--- src/rtl/vector_serializer.sv ---
// vector_serializer: captures one LANES-wide vector and streams its lanes out one beat at a time over valid/ready.
module vector_serializer #(
  parameter int DATA_WIDTH = 32,
  parameter int LANES = 3,
  parameter int CNT_W = 16,
  localparam int IDX_W = $clog2(LANES)
) (
  input  logic                             clk,
  input  logic                             rst_n,
  input  logic [LANES-1:0][DATA_WIDTH-1:0] vec_in,
  input  logic                             vec_valid,
  output logic                             vec_take,
  output logic [DATA_WIDTH-1:0]            m_data,
  output logic [IDX_W-1:0]                 m_idx,
  output logic                             m_last,
  output logic                             m_valid,
  input  logic                             m_ready,
  output logic [CNT_W-1:0]                 vec_count
);
  typedef enum logic {IDLE, STREAM} state_t;
  localparam logic [IDX_W-1:0] LAST_IDX = IDX_W'(LANES - 1);
  state_t state, state_nxt;
  logic [IDX_W-1:0] idx, idx_nxt;
  logic [DATA_WIDTH-1:0] lane_buf [LANES];
  logic beat, last_beat;
  always_comb begin
    m_valid = rst_n && state == STREAM;
    beat = m_valid && m_ready;
    last_beat = beat && idx == LAST_IDX;
    vec_take = rst_n && vec_valid && (state == IDLE || last_beat);
    m_data = m_valid ? lane_buf[idx] : '0;
    m_idx = m_valid ? idx : '0;
    m_last = m_valid && idx == LAST_IDX;
    state_nxt = vec_take ? STREAM : last_beat ? IDLE : state;
    idx_nxt = (vec_take || last_beat) ? '0 : beat ? idx + 1'b1 : idx;
  end
  always_ff @(posedge clk) begin
    if (!rst_n) begin
      state <= IDLE;
      idx <= '0;
      vec_count <= '0;
    end else begin
      state <= state_nxt;
      idx <= idx_nxt;
      vec_count <= vec_count + CNT_W'(last_beat);
    end
  end
  // Lane buffer is only written on a take, so it stays untouched mid-vector.
  always_ff @(posedge clk) begin
    if (vec_take)
      for (int i = 0; i < LANES; i++) lane_buf[i] <= vec_in[i];
  end
endmodule

--- config.mk ---
export PLATFORM = sky130hd
export DESIGN_NAME = vector_serializer
export DESIGN_NICKNAME = d
export VERILOG_FILES = /design/src/rtl/vector_serializer.sv
export SDC_FILE = /design/constraint.sdc
export NUM_CORES = 1
export LEC_CHECK = 0
export CAP_MARGIN = 20
export CORE_MARGIN = 2
export CORE_UTILIZATION = 43
export CTS_BUF_LIST = sky130_fd_sc_hd__clkbuf_8
export CTS_CLUSTER_SIZE = 10
export DETAILED_ROUTE_END_ITERATION = 10
export GPL_TIMING_DRIVEN = 0
export HOLD_SLACK_MARGIN = 0.06
export PLACE_DENSITY = 0.78
export SETUP_SLACK_MARGIN = 0.5
export SLEW_MARGIN = 5
export SYNTH_ARGS = -nofsm -noshare
export SYNTH_HDL_FRONTEND = slang
export SYNTH_SLANG_ARGS = --single-unit
--- constraint.sdc ---
create_clock -name clk -period 5.4 [get_ports clk]
set_input_delay 0.54 -clock clk [delete_from_list [all_inputs] [get_ports clk]]
set_output_delay 0.54 -clock clk [all_outputs]
set_load 0.005 [all_outputs]
==> impl_metrics.toml, run 1 <==
[synthesis]
synthArstFlopShare_pct = 0
synthAdderAreaFrac_pct = 1.06
synth_top_family_by_area = "multiplexers"
synth_edf_count = 96
ys_ff_latch = 117
syn_area_per_cell_um2 = 15.0
synthFlopType = "edfxtp_1"
synth-simple-area-share_pct = 8.50
synth_cell_type_count = 30
synth_compound_area_share_pct = 2.26
netlist_instances = 314
yosysWarningCount = 0
synth-xor-area-share_pct = 0.743
yosysSeqAreaShare_pct = 70.1
syn_nets = 418
muxShareOfSynthArea_pct = 15.3
netlist_area_mm2 = 0.00471

[global_routing]
antenna_found_initial = 0
gr-usage-all-layers_pct = 17.1
overflow = 0
grt_pass1_wl_mm = 14.9
grt_pass1_vias = 3213
grt_max_degree = 37

[die]
core_area_mm2 = 0.0107
die_h_um = 109
ioPinCount = 153
die_w_um = 109
start_util_pct = 43.9
rows = 38
design.die.area_mm2 = 0.0118

[route]
ant_nets = 0
wl_per_cell_um = 15.2
drt_iter0_markers = 123
drcViolationCount = 0
avgViaCountPerCell = 4.90
wl_mm = 9.74
via_count = 3131
drt_first_pass_iters = 6

[sta]
rsz0062_at_grt = "no"
setup_violations = 0
tightest_slew_ns = 0.514
min_period_ns = 2.88
finalCritPeriodShare_pct = 53.3
relSlewSlack_pct = 65.4
fin_skew_ns = 0.00809
finalHoldViolCount = 0
fmax_ghz = 0.348
slew_viol_final = 0

[worst_setup_path]
path_cells = "clkdlybuf4s50_1 > a21boi_0 > nor2_4 > buf_12 > clkdlybuf4s50_1"
cpMostUsedCell = "clkdlybuf4s50_1"
slowest_delay_ns = 0.55
crit_family = "buffers and inverters"
criticalPathCategory = "in -> out"
worstPathMaxFanout = 35
cp.arrival_ns = 2.34
worst-path-buf-inv = 3
critPathLaunchType = "primary input"
cp_slowest_cell = "clkdlybuf4s50_1"
rrSetupSlack_ns = 3.18
setup.worst_path.end_class = "primary output"
cp.required_ns = 4.86

[power]
p_per_area_mw_per_mm2 = 290
ir_drop_v = 0.000171
p_leak_uw = 0.00232

[layout]
fin_nets = 591
drive_above_1_share_pct = 13.2
fin_area_mm2 = 0.00688
final_cell_mix = "clkdlybuf4s50_1, edfxtp_1, nor2_1, mux2i_1, mux2_2"
layout_commonest_cell = "clkdlybuf4s50_1"
post-route-util_pct = 64.0
antenna_cells = 0
area_growth_pct = 45.9

[clock_network]
path_clk_slew_ns = 0.06
cts-buffers-inserted = 17
cts-resized-gates = 0
htreeDepth = 4
insertion_delay_ns = 0.42
cts_setup_buffers = 0
cts_hold_buffers = 0
numClockSinks = 117
clockBufferDepth = 2
cts_tree = "done"
cts-root-buf = "clkbuf_8"

[place]
placed_area_mm2 = 0.00647
routabilityCongestion = 0.778
hpwl_mm = 7.01
portBuffers = 151

[job]
max_cap_viol_count = 0

[worst_hold_path]
worstHoldPathType = "reg -> reg"

[outcome]
outcome = "finished clean"
==> layer usage <==
metal / up-vias / routed length (um) / GRT usage, %
li1: 1511 / - / -
met1: 1487 / 3830 / 18.8
met2: 117 / 5000 / 29.4
met3: 16 / 720 / 6.52
met4: 0 / 182 / 7.51
met5: - / 0 / 0
==> stage by stage <==
stage	setup slack (ns)	setup TNS, ns	std cells	hold slack, ns	power (uW)
after detailed placement	2.55	0	608	0.484	1210
after CTS	2.45	0	639	0.480	2020
final	2.52	0	639	0.488	2000
after global routing	2.33	0	639	0.525	2080
after global placement	-0.683	-0.683	605	0.472	1200
after floorplan	1.35	0	314	0.467	1090
==> path summary, 6_finish.rpt <==
check | from | to | cells past startpoint
min reg2reg | vec_count[15]$_SDFF_PN0_ | vec_count[15]$_SDFF_PN0_ | 2
max reg2reg | idx[0]$_SDFFE_PP0P_ | vec_count[10]$_SDFF_PN0_ | 9
min | vec_count[15]$_SDFF_PN0_ | vec_count[15]$_SDFF_PN0_ | 2
max | m_ready | vec_take | 5
==> report_power, final <==
group	total [uW]	internal (uW)	switching (uW)	leakage (uW)
registers	1020	1010	6.82	0.00106
clock network	813	488	325	0.000200
logic	166	106	59.0	0.00106
==> cells by family after synthesis <==
logic type,count (synthesis)
buf+inv,21
mux,68
simple gates,82
xor+xnor,4
flops,117
compound gates,18
fa+ha+maj,4
==> Yosys cell counts (4+ instances only) <==
master,instances,area share [%]
a21oi_1,8,0.85
or4_1,4,0.64
nand2_1,9,0.72
nand2b_1,4,0.53
inv_1,5,0.40
o31ai_1,4,0.64
mux2_1,8,1.9
edfxtp_1,96,61
mux2i_1,36,7.6
o21ai_0,4,0.42
dfxtp_1,21,8.9
nor2_1,42,3.3
buf_2,8,0.85
ha_1,4,1.1
nand3_1,7,0.74
clkbuf_1,7,0.56
mux2_2,24,5.7
==> worst min-delay path, delay by kind of cell, from the launching register on <==
kind,cells,cell delay (ns)
and+or+nand+nor,1,0.07
DFF,1,0.32
muxes,1,0.05
==> layout make-up <==
type | instances | area, um2
Timing Repair Buffer | 154 | 1580
Sequential cell | 117 | 3300
Tap cell | 140 | 175
Multi-Input combinational cell | 176 | 1320
Inverter | 5 | 18.8
Clock inverter | 14 | 168
Fill cell | 873 | 3870
Buffer | 16 | 77.6
Clock buffer | 17 | 234
==> sequential cells by signal, indices dropped and copies added (netlist names), named ones only <==
register / flops
lane_buf: 96
vec_count: 16
idx: 2
state: 1
(Power assumes the default switching activity.)
==> inputs of run 2 (changes only) <==
- CORE_UTILIZATION: 43 -> 45
- clock period: 5.4 -> 2.9 ns (I/O delays scaled with it)
==> run 2 against run 1 <==
Compared with the run above:
- clock skew shrank 0.0012 ns
- register-to-register slack lost 2.5 ns
- non-clock buffer count grew 5
- final cell count grew 0.47%
- first-iteration DRC count shrank 4.1%
- global-route usage grew 2.3 points
- combinational power grew 100%
- critical path depth grew 1
- flip-flop and latch count is the same
- utilization grew 5.2 points
- sequential share of layout area shrank 1.4 points
- critical endpoint unchanged
- largest power group unchanged
- highest routed layer unchanged
==> impl_metrics.toml, run 2 (same netlist as run 1, synthesis figures left out) <==
[outcome]
outcome = "finished clean"

[layout]
regArea_mm2 = 0.00330
top_register = "lane_buf"
layout_commonest_cell = "clkdlybuf4s50_1"
multi_input_area_mm2 = 0.00135
area_growth_pct = 50.2
largest_reg_flops = 96
final_cell_mix = "clkdlybuf4s50_1, edfxtp_1, nor2_1, mux2i_1, mux2_2"
fillers = 739
biggestRegsByFlops = "lane_buf (96), vec_count (16), idx (2)"
fin_nets = 597
antenna_cells = 0
drive_above_1_share_pct = 18.0
post-route-util_pct = 69.2

[sta]
finalHoldViolCount = 0
min_period_ns = 2.30
setup_violations = 0
relSlewSlack_pct = 48.5
slew_viol_final = 0
rsz0062_at_grt = "no"
fin_ws_ns = 0.602
fin_skew_ns = 0.00692
finalCritPeriodShare_pct = 79.3
fin_hold_ws_ns = 0.173
tightest_slew_ns = 0.772
fmax_ghz = 0.435

[die]
design.die.area_mm2 = 0.0113
rows = 37
ioPinCount = 153
die_h_um = 106
die_w_um = 106
start_util_pct = 46.1
core_area_mm2 = 0.0102

[worst_setup_path]
r2r_cells = 9
r2r_start = "idx[0]$_SDFFE_PP0P_"
cp.required_ns = 2.61
worstPathMaxFanout = 25
setup.worst_path.end_class = "primary output"
rrSetupSlack_ns = 0.69
critPathLaunchType = "flip-flop"
cp.arrival_ns = 2.01
criticalPathCategory = "reg -> out"
reg2reg_to = "vec_count[10]$_SDFF_PN0_"

[power]
p_total_uw = 3670
p_per_area_mw_per_mm2 = 518
combPwrFrac_pct = 9.1
swShare_pct = 22.0
p_int_uw = 2860
power.share.sequential_pct = 51.6
p_leak_uw = 0.00256
ir_drop_v = 0.000297
switching_power_uw = 808
clockPowerShare_pct = 39.3

[route]
drcViolationCount = 0
wl_per_cell_um = 16.1
avgViaCountPerCell = 4.94
ant_nets = 0
via_count = 3174
drt_first_pass_iters = 4
wl_mm = 10.3
drt_iter0_markers = 118

[clock_network]
cts-root-buf = "clkbuf_8"
htreeDepth = 4
cts_tree = "done"
cts-buffers-inserted = 17
insertion_delay_ns = 0.42
numClockSinks = 117
path_clk_slew_ns = 0.07
clockBufferDepth = 2

[worst_hold_path]
holdPathEnd = "vec_count[14]$_SDFF_PN0_"
holdCritStartpoint = "rst_n"
worstHoldPathType = "in -> reg"
hold_path_depth = 3

[place]
portBuffers = 151
hpwl_mm = 7.18
place_worst_setup_slack_ns = 0.146
routabilityCongestion = 0.762

[job]
max_cap_viol_count = 0

[global_routing]
grt_pass1_wl_mm = 16.3
grt_pass1_vias = 3304
grt_max_degree = 27
overflow = 0
gr-usage-all-layers_pct = 19.4
antenna_found_initial = 0
## run 2: layout make-up
type / count / area share, %
multi-input cells: 177 / 19.1
repair buffers: 159 / 23.6
inverters: 5 / 0.265
plain buffers: 16 / 2.39
clock inverters: 15 / 2.24
well taps: 136 / 2.40
flip-flops and latches: 117 / 46.7
clock buffers: 17 / 3.31
## run 2: worst max-delay path by stage
stage / endpoint / startpoint / cells past startpoint
floorplan: lane_buf[0][0]$_DFFE_PP_ / rst_n / 4
global placement: vec_take / m_ready / 4
detailed placement: vec_take / m_ready / 5
CTS: m_data[1] / flip-flop / 6
global route: m_data[1] / flip-flop / 6
finish: vec_take / idx[0]$_SDFFE_PP0P_ / 6
## run 2: through the flow
stage / TNS (ns) / cell area (um2) / cells
floorplan: 0 / 4750 / 314
global placement: -36.43 / 6430 / 601
detailed placement: 0 / 6510 / 604
CTS: 0 / 7020 / 641
global route: 0 / 7080 / 642
finish: 0 / 7080 / 642
## run 2: critical path, stage by stage (launching register included)
cell,delay (ns)
dfxtp_1,0.31
inv_2,0.07
ha_2,0.20
a21boi_4,0.08
nor2_4,0.18
buf_16,0.20
clkdlybuf4s50_1,0.52
## run 2: what timing repair did
action / CTS / global route
cloned: 2 / 0
gates resized for setup: 26 / 17
setup endpoints to repair: 33 / 27
hold buffers: 0 / 0
setup buffers: 3 / 1
pin swaps: 1 / 0
## run 2: metal layers
metal  vias to the layer above  share of wire [%]  track usage, %
li1                       1522                  -               -
met1                      1534                 40            22.2
met2                       110                 53            33.6
met3                         8                6.8            6.87
met4                         0               0.92            6.77
met5                         -                  0               0
## run 2: power by group through the flow
stage | clock network (uW) | logic (uW) | registers, uW
2_1_floorplan | 0 | 109 | 1930
3_3_place_gp | 0 | 298 | 1930
3_5_place_dp | 0 | 322 | 1930
4_1_cts | 1480 | 336 | 1900
5_1_grt | 1560 | 358 | 1900
6_report | 1440 | 334 | 1890
